### src/rtl/reg_write_arbiter.sv
// Register-file write-port arbiter: WB has priority, aux writes queue in a FIFO.
// Optional REG_WRITE_SCOREBOARD_EN exports a per-register pending decode.
module reg_write_arbiter #(
  parameter int FIFO_DEPTH = 4
) (
  input  logic                        clk,
  input  logic                        reset,
  input  logic                        wb_we,
  input  logic [4:0]                  wb_addr,
  input  logic [31:0]                 wb_data,
  input  logic                        aux_valid,
  input  logic [4:0]                  aux_addr,
  input  logic [31:0]                 aux_data,
  output logic                        aux_ready,
  output logic                        RegWrite,
  output logic [4:0]                  Write_register,
  output logic [31:0]                 Write_data,
  output logic [31:0]                 pending_mask,
  output logic [$clog2(FIFO_DEPTH):0] fifo_count
);

  localparam int AW = $clog2(FIFO_DEPTH);
  localparam logic [AW:0] PTR_ONE = (AW+1)'(1);
  localparam logic [AW:0] FULL_XOR = {1'b1, {AW{1'b0}}};

  logic [AW:0]           wr_ptr_q, wr_ptr_d;
  logic [AW:0]           rd_ptr_q, rd_ptr_d;
  logic [FIFO_DEPTH-1:0] live_q, live_d;
  logic [4:0]            addr_q [FIFO_DEPTH];
  logic [4:0]            addr_d [FIFO_DEPTH];
  logic [31:0]           data_q [FIFO_DEPTH];
  logic [31:0]           data_d [FIFO_DEPTH];

  logic [AW-1:0] head_idx;
  logic [AW-1:0] tail_idx;
  logic          empty;
  logic          full;
  logic          wb_used;
  logic          head_live;
  logic          push;
  logic          pop;

  assign head_idx  = rd_ptr_q[AW-1:0];
  assign tail_idx  = wr_ptr_q[AW-1:0];
  assign empty     = (wr_ptr_q == rd_ptr_q);
  assign full      = ((wr_ptr_q ^ rd_ptr_q) == FULL_XOR);
  assign wb_used   = wb_we && (wb_addr != 5'd0);
  assign head_live = live_q[head_idx];

  assign aux_ready = reset && !full;
  // Zero-address handshakes are acknowledged but never stored
  assign push = aux_valid && aux_ready && (aux_addr != 5'd0);
  assign pop  = !empty && (!head_live || !wb_used);

  assign fifo_count = wr_ptr_q - rd_ptr_q;

  always_comb begin
    live_d   = live_q;
    addr_d   = addr_q;
    data_d   = data_q;
    wr_ptr_d = wr_ptr_q;
    rd_ptr_d = rd_ptr_q;
    // WB is younger than every queued write, so it supersedes them
    if (wb_used) begin
      for (int i = 0; i < FIFO_DEPTH; i++) begin
        if (addr_q[i] == wb_addr) begin
          live_d[i] = 1'b0;
        end
      end
    end
    if (pop) begin
      live_d[head_idx] = 1'b0;
      rd_ptr_d         = rd_ptr_q + PTR_ONE;
    end
    if (push) begin
      live_d[tail_idx] = 1'b1;
      addr_d[tail_idx] = aux_addr;
      data_d[tail_idx] = aux_data;
      wr_ptr_d         = wr_ptr_q + PTR_ONE;
    end
  end

  always_ff @(posedge clk or negedge reset) begin
    if (!reset) begin
      wr_ptr_q <= '0;
      rd_ptr_q <= '0;
      live_q   <= '0;
      for (int i = 0; i < FIFO_DEPTH; i++) begin
        addr_q[i] <= '0;
        data_q[i] <= '0;
      end
    end else begin
      wr_ptr_q <= wr_ptr_d;
      rd_ptr_q <= rd_ptr_d;
      live_q   <= live_d;
      for (int i = 0; i < FIFO_DEPTH; i++) begin
        addr_q[i] <= addr_d[i];
        data_q[i] <= data_d[i];
      end
    end
  end

  always_comb begin
    RegWrite       = 1'b0;
    Write_register = '0;
    Write_data     = '0;
    if (reset) begin
      if (wb_used) begin
        RegWrite       = 1'b1;
        Write_register = wb_addr;
        Write_data     = wb_data;
      end else if (!empty && head_live) begin
        RegWrite       = 1'b1;
        Write_register = addr_q[head_idx];
        Write_data     = data_q[head_idx];
      end
    end
  end

`ifdef REG_WRITE_SCOREBOARD_EN
  always_comb begin
    pending_mask = '0;
    for (int i = 0; i < FIFO_DEPTH; i++) begin
      if (live_q[i]) begin
        pending_mask[addr_q[i]] = 1'b1;
      end
    end
    pending_mask[0] = 1'b0;
  end
`else
  assign pending_mask = '0;
`endif

endmodule

### config.mk
export PLATFORM = sky130hd
export DESIGN_NAME = reg_write_arbiter
export DESIGN_NICKNAME = d
export VERILOG_FILES = /design/src/rtl/reg_write_arbiter.sv
export SDC_FILE = /design/constraint.sdc
export NUM_CORES = 1
export LEC_CHECK = 0
export CORE_MARGIN = 8
export CORE_UTILIZATION = 55
export CTS_CLUSTER_DIAMETER = 120
export DETAILED_ROUTE_END_ITERATION = 16
export DONT_BUFFER_PORTS = 1
export PLACE_DENSITY = 0.7
export SLEW_MARGIN = 20
export SYNTH_ARGS = -nofsm -noshare
export SYNTH_HDL_FRONTEND = slang
export SYNTH_SLANG_ARGS = --single-unit
### constraint.sdc
create_clock -name clk -period 3.75 [get_ports clk]
set_input_delay 1.125 -clock clk [delete_from_list [all_inputs] [get_ports clk]]
set_output_delay 1.125 -clock clk [all_outputs]
set_load 0.02 [all_outputs]
# == After elaboration in Yosys (flattened, before gate mapping) ==
# Cells that the tools add are included.
# totals
register_bits,158
latchBits,0
ramBits,0
romBits,0
output_inout_bits,74
word_cells,83
memories,0
# op_classes
n_addsub,3
mul,0
div,0
n_lt_le_gt_ge,7
n_eq_ne,6
shift,0
mux,34
bitwise_logic,6
n_reduce_logical,16
# ops
cell,n
32-bit 2-to-1 mux,6
128-bit bitwise mux,1
32-bit binary-select mux with 2-bit select,1
32-bit demux with 2-bit select,1
5-bit 2-to-1 mux,6
20-bit bitwise mux,1
5-bit == test,4
4-bit 2-to-1 mux,3
5-bit binary-select mux with 2-bit select,1
5-bit demux with 2-bit select,1
1-bit 2-to-1 mux,10
5-bit nonzero test,2
1-bit logical AND,9
"3-bit by 1-bit adder with 3-bit output, second input constant",2
"3-bit greater-or-equal comparator, second input constant",2
"2-bit by 3-bit less-than comparator with 1-bit output, second input constant",2
2-bit NOT with 3-bit output,2
4-bit AND,1
1-bit demux with 2-bit select,2
"2-bit by 1-bit greater-or-equal comparator with 1-bit output, second input constant",2
1-bit zero test,4
4-bit NOT,1
4-bit bitwise OR,1
3-bit == test,1
other kinds (6),6

# == Logic depth before layout (Yosys ltp) ==
# Gate-level depths: netlist of run 1.
# depth
word_depth,9
ltp_mapped,10
ltp_nobuf,6

# == Least setup slack after synthesis of run 1 ==
# No wires, ideal clock.
# synth_path
path_kind,input -> output
startpoint,input port wb_addr[1]
endpoint,output port Write_data[0]
t_arrival_ns,2.708
t_required_ns,2.625
slack_ns,-0.083
stages,7
path_cell_list,buf_2 > or4_4 > o21ai_2 > buf_4 > buf_6 > nand2_1 > a21oi_1
# synth_via
elab_chain_len,4
# synth_lines
item,line,source
from (decl),9,"input logic [4:0] wb_addr,"
5-bit nonzero test,47,assign wb_used = wb_we && (wb_addr != 5'd0);
1-bit logical AND,47,
32-bit 2-to-1 mux,108,if (wb_used) begin
32-bit 2-to-1 mux,107,if (reset) begin
to (decl),17,"output logic [31:0] Write_data,"
# Every way passes these cells.

# == Worst setup path after layout of run 1 ==
# layout_path
startpoint,input port wb_addr[0]
endpoint,output port Write_data[12]
# Same word-level chain as after synthesis.

==> impl_metrics.tcl, run 1 <==
set metrics [dict create \
    status "completed" \
    layout.nets 721 \
    place_area_um2 8720 \
    synth_area_leader_cell "dfrtp_1" \
    dp_hpwl_um 12800 \
    io_pins 152 \
    yosysMostFrequentCell "dfrtp_1" \
    min_period_over_period 0.987 \
    p_int_mw 5.50 \
    criticalPathCategory "in2out" \
    die-height_um 140 \
    critPathMaxStageDelay_ns 0.56 \
    worstReg2RegEnd "data_q[84]" \
    syn_to_final_growth_pct 10.2 \
    pwr-share-seq 0.379 \
    power_switching_share 0.328 \
    cpMaxStageDelayCell "or4_4" \
    tightest_slew_ns 1.07 \
    die_w_um 140 \
    cts.sinks 158 \
    power_mw 8.18 \
    required_ns 2.62 \
    vias 4845 \
    start_util 0.559 \
    grt_max_degree 161 \
    finalSetupViolations 0 \
    hold_violations 0 \
    synth-async-reset-ratio 1.00 \
    vias_per_cell 5.82 \
    drtPass1Iterations 5 \
    syn_inst 613 \
    clkPwrFrac 0.193 \
    fin_crit_ns 3.70 \
    diodes 0 \
    stdcell_area_um2 9330 \
    grt_pass1_vias 5309 \
    yosys.cell_types.count 31 \
    crit_buf_inv 2 \
    reg2reg_depth 6 \
    path_cells "or4_4 -> o21a_1 -> o21ai_4 -> buf_12 -> a21oi_1 -> buf_4" \
    clkTransAtPathRegs_ns 0.06 \
    crit_cells 6 \
    tns_ns 0 \
    place.gp.congestion 0.835 \
    p_per_area_nw_per_um2 877 \
    p_comb_frac 0.428 \
    pre_cts_ws_ns 0.0511 \
    ant_nets 0 \
    grt.total_usage 0.199 \
    postSynthAreaPerCell_um2 13.8 \
    p_leak_nw 4.05 \
    ys_warn_count 0 \
    grt_overflow 0 \
    layoutNonFillerInstCount 833 \
    endpoint_kind "output port" \
    ys_top_cells_by_count "dfrtp_1, mux2_2, nand2_1" \
    cts.htree.levels 4 \
    cp_max_fo 18 \
    drive_gt1_frac 0.457 \
    crit_family "simple AND/OR/NAND/NOR gates" \
    drv_cap 0 \
    yosysTopAreaCellShare 0.467 \
    wirelength_um 19000 \
    ys_ff_latch 158 \
    placed_cells 798 \
    r2r_start "wr_ptr_q[0]" \
    worstPathArrival_ns 2.58 \
    ys_seq_area_frac 0.467 \
    synth_area_leaders "dfrtp_1, mux2_4, mux2_2, mux4_2, nand2_1" \
    dieArea_um2 19600 \
    synth-edff-count 0 \
    clock_latency_ns 0.42 \
    first_iter_violations 294 \
    ir_drop_uv 495 \
    grt_pass1_wl_um 30200 \
    port_buffers 0 \
    hold_path_class "in2async" \
    synth_area_um2 8470 \
    worst_slack_ns 0.0478 \
    core_um2 15100 \
    drcViolationCount 0 \
    clock_skew_ns 0.00804 \
    antenna_found_initial 0 \
    worstSetupStartpointType "input pin" \
    clock_path_buffers 2 \
    slew_violations 0 \
    fmax_mhz 270 \
    timing.slew.headroom 0.282 \
    clock-root-buffer "clkbuf_16" \
    wl_per_cell_um 22.8 \
    r2r_slack_ns 0.59 \
    synth_ff_type "dfrtp_1" \
    rows 45 \
    p_sw_mw 2.68 \
    cts_tree "built" \
    numCtsBuffers 17 \
]
-- cell usage in the layout (no fill, tap or decap), types with 14 or more instances in the layout --
master     synthesis  layout
a21oi_2            0      20
xnor2_1           14      14
mux2_2            85      85
clkbuf_16          0      18
nand2_1           78      78
mux4_2            38      38
conb_1             1      32
mux2_4            65      65
dfrtp_1          158     156
a21oi_1           37      16
buf_4             36      37
-- power by group through the flow --
stage	Clock (mW)	Sequential, mW	Combinational (mW)
after CTS	1.62	3.10	3.53
after global placement	0	3.03	3.43
after detailed placement	0	3.12	3.52
final	1.58	3.10	3.50
after floorplan	0	2.93	2.98
after global routing	1.69	3.21	3.75
-- worst reg2reg max path, delay by kind of cell, from the launching register on --
family	cells	cell delay, ns
mux	1	0.41
buf+inv	2	0.69
flops	1	0.39
simple gates	1	0.90
compound gates	1	0.30
fa+ha+maj	1	0.37
-- logic make-up (layout without fill, tap and decap cells) --
kind of cell               Yosys count  after routing  share of synthesized area
muxes                              188            188                      0.329
DFF                                158            158                      0.467
and+or+nand+nor                     96             96                     0.0544
buffers and inverters               82             83                     0.0681
AOI/OAI and AO/OA                   51             51                     0.0366
xor gates and xnor gates            26             26                     0.0269
adders and majority gates           11             11                     0.0171
other                                1             32                   0.000443
-- how the worst max path moves through the flow --
| stage | from | endpoint | slack [ns] |
|---|---|---|---|
| final | wb_addr[0] | Write_data[12] | 0.05 |
| after global placement | wb_addr[0] | Write_data[19] | 0.07 |
| after CTS | wb_addr[0] | Write_register[4] | 0.04 |
| after floorplan | wb_addr[1] | Write_data[10] | 0.006 |
| after global routing | wb_addr[0] | Write_data[10] | -0.02 |
| after detailed placement | wb_addr[0] | Write_register[4] | 0.05 |
-- area by class of cell --
cell class | count | area, um2
clock inverter | 10 | 63.8
sequential | 158 | 3960
clock buffer | 22 | 484
timing repair buffer | 42 | 383
fill | 1146 | 5820
multi-input combinational | 404 | 4170
tap | 188 | 235
inverter | 9 | 33.8
-- registers in the layout, summed over array words and instances (netlist names) --
signal    flops
rd_ptr_q      3
wr_ptr_q      3
data_q      128
addr_q       20
live_q        4
-- routing by layer --
layer	global-route usage	wire, um
met5	0	0
met4	0.0589	172
met3	0.0697	1400
met2	0.332	9430
met1	0.239	8020
-- timing repair --
item | CTS | global route
buffers inserted | 0 | 2
resized for setup | 0 | 2
endpoints found under the setup margin | 0 | 10
hold buffers | 0 | 0
-- through the flow --
stage                     hold WS, ns   util
after floorplan                 0.460      -
after global routing            0.374  0.616
after CTS                       0.384  0.612
after detailed placement        0.478  0.576
after global placement          0.473  0.576
final                           0.401  0.616
Power figures use the tool's default switching activity.
==> run 2, diff against run 1 <==
--- a/config.mk
+++ b/config.mk
@@ -8,10 +8,10 @@
 export CORE_MARGIN = 8
 export CORE_UTILIZATION = 55
 export CTS_CLUSTER_DIAMETER = 120
+export CTS_CLUSTER_SIZE = 12
 export DETAILED_ROUTE_END_ITERATION = 16
 export DONT_BUFFER_PORTS = 1
 export PLACE_DENSITY = 0.7
-export SLEW_MARGIN = 20
 export SYNTH_ARGS = -nofsm -noshare
 export SYNTH_HDL_FRONTEND = slang
 export SYNTH_SLANG_ARGS = --single-unit
==> constraint.sdc (replaced) <==
create_clock -name clk -period 3.8 [get_ports clk]
set_input_delay 1.14 -clock clk [delete_from_list [all_inputs] [get_ports clk]]
set_output_delay 1.14 -clock clk [all_outputs]
set_load 0.02 [all_outputs]
==> run 2 against run 1 <==
Global-route usage up 0.18 points. Sequential share of layout area about the same. Power is 0.87% higher.
==> impl_metrics.tcl, run 2 (synthesis results as in run 1) <==
set metrics [dict create \
    status "completed" \
    numCtsBuffers 17 \
    hold_violations 0 \
    post_cts_buffers 0 \
    drtPass1Iterations 4 \
    grt_overflow 0 \
    rsz0062_at_grt "no" \
    port_buffers 0 \
    core_um2 15100 \
    cts.sinks 158 \
    wl_per_cell_um 22.7 \
    slew_violations 0 \
    drcViolationCount 0 \
    postLayoutCoreUtil 0.615 \
    first_iter_violations 266 \
    vias 4823 \
    clock_path_buffers 2 \
    power_mw 8.25 \
    clock_latency_ns 0.41 \
    fmax_mhz 267 \
    worstPathArrival_ns 2.60 \
    ant_nets 0 \
    largest_register "data_q" \
    endpoint_kind "output port" \
    vias_per_cell 5.82 \
    tightest_slew_ns 1.04 \
    p_per_area_nw_per_um2 885 \
    die-height_um 140 \
    p_leak_nw 4.05 \
    diodes 0 \
    grt_pass1_vias 5516 \
    reg.largest.list "data_q x128, addr_q x20, live_q x4" \
    clkTransAtPathRegs_ns 0.06 \
    dp_hpwl_um 12800 \
    dieArea_um2 19600 \
    clock_skew_ns 0.00764 \
    largest_reg_flops 128 \
    drv_cap 0 \
    whs_ns 0.424 \
    antenna_found_initial 0 \
    cts.htree.levels 4 \
    tns_ns 0 \
    grt_pass1_wl_um 30500 \
    cp_max_fo 18 \
    drive_gt1_frac 0.447 \
    hold_path_class "in2async" \
    timing.slew.headroom 0.306 \
    reg2reg_depth 6 \
    cts-hold-fix-buffers 0 \
    start_util 0.559 \
    crit_start "wb_addr[0]" \
    required_ns 2.66 \
    rows 45 \
    place.gp.congestion 0.838 \
    worstReg2RegEnd "data_q[84]" \
    die_w_um 140 \
    grt.total_usage 0.201 \
    ir_drop_uv 467 \
    layout_common_cells "dfrtp_1, mux2_2, nand2_1" \
    io_pins 152 \
    min_period_over_period 0.985 \
    finalSetupViolations 0 \
    r2r_slack_ns 0.67 \
    cts.repair.resized 0 \
    syn_to_final_growth_pct 10.1 \
    final_common_cell "dfrtp_1" \
    fin_crit_ns 3.74 \
    r2r_start "wr_ptr_q[0]" \
    clock-root-buffer "clkbuf_16" \
    criticalPathCategory "in2out" \
    cts_tree "built" \
    grt_max_degree 161 \
    wirelength_um 18800 \
    layout.nets 717 \
    worstSetupStartpointType "input pin" \
]
## run 2: area by class of cell
cell class	instances	area, um2
Clock buffer	26	509
Clock inverter	5	103
Fill cell	1157	5820
Inverter	9	33.8
Multi-Input combinational cell	404	4160
Sequential cell	158	3960
Tap cell	188	235
Timing Repair Buffer	38	323
## run 2: routing by layer
metal	vias to the layer above	GRT usage	share of wire
met4	0	0.0480	0.0086
met1	2532	0.240	0.41
met2	148	0.340	0.51
met5	-	0	0
met3	13	0.0724	0.075
li1	2130	-	-
## run 2: where the power goes
part	internal, mW	total [mW]	switching [mW]
clock	1.12	1.75	0.632
combinational	1.98	3.45	1.47
sequential	2.54	3.05	0.515
## run 2: worst max-delay path by stage
stage,endpoint,slack (ns),cells past startpoint
final,Write_data[27],0.06,6
after global routing,Write_data[8],0.003,6
after CTS,Write_data[27],0.06,6
after detailed placement,Write_data[27],0.06,6
after global placement,Write_data[19],0.09,5
after floorplan,Write_data[10],0.03,6
## run 2: per-stage QoR
step | instance area [um2] | worst slack (ns) | std cells
floorplan | 8660 | 0.0256 | 644
global placement | 8710 | 0.0864 | 797
detailed placement | 8710 | 0.0572 | 797
CTS | 9320 | 0.0566 | 828
global route | 9320 | 0.00326 | 828
finish | 9320 | 0.0564 | 828
## run 2: worst max-delay path, stage by stage
cell,delay (ns)
or4_4,0.55
o21a_1,0.23
o21ai_4,0.25
buf_12,0.20
a21oi_1,0.06
buf_4,0.16
==> run 3, diff against run 2 <==
--- a/config.mk
+++ b/config.mk
@@ -12,6 +12,7 @@
 export DETAILED_ROUTE_END_ITERATION = 16
 export DONT_BUFFER_PORTS = 1
 export PLACE_DENSITY = 0.7
+export SKIP_CTS_REPAIR_TIMING = 1
 export SYNTH_ARGS = -nofsm -noshare
 export SYNTH_HDL_FRONTEND = slang
 export SYNTH_SLANG_ARGS = --single-unit
==> results of run 3 <==
The final DEF is identical to that of run 2; final timing and power are the same.
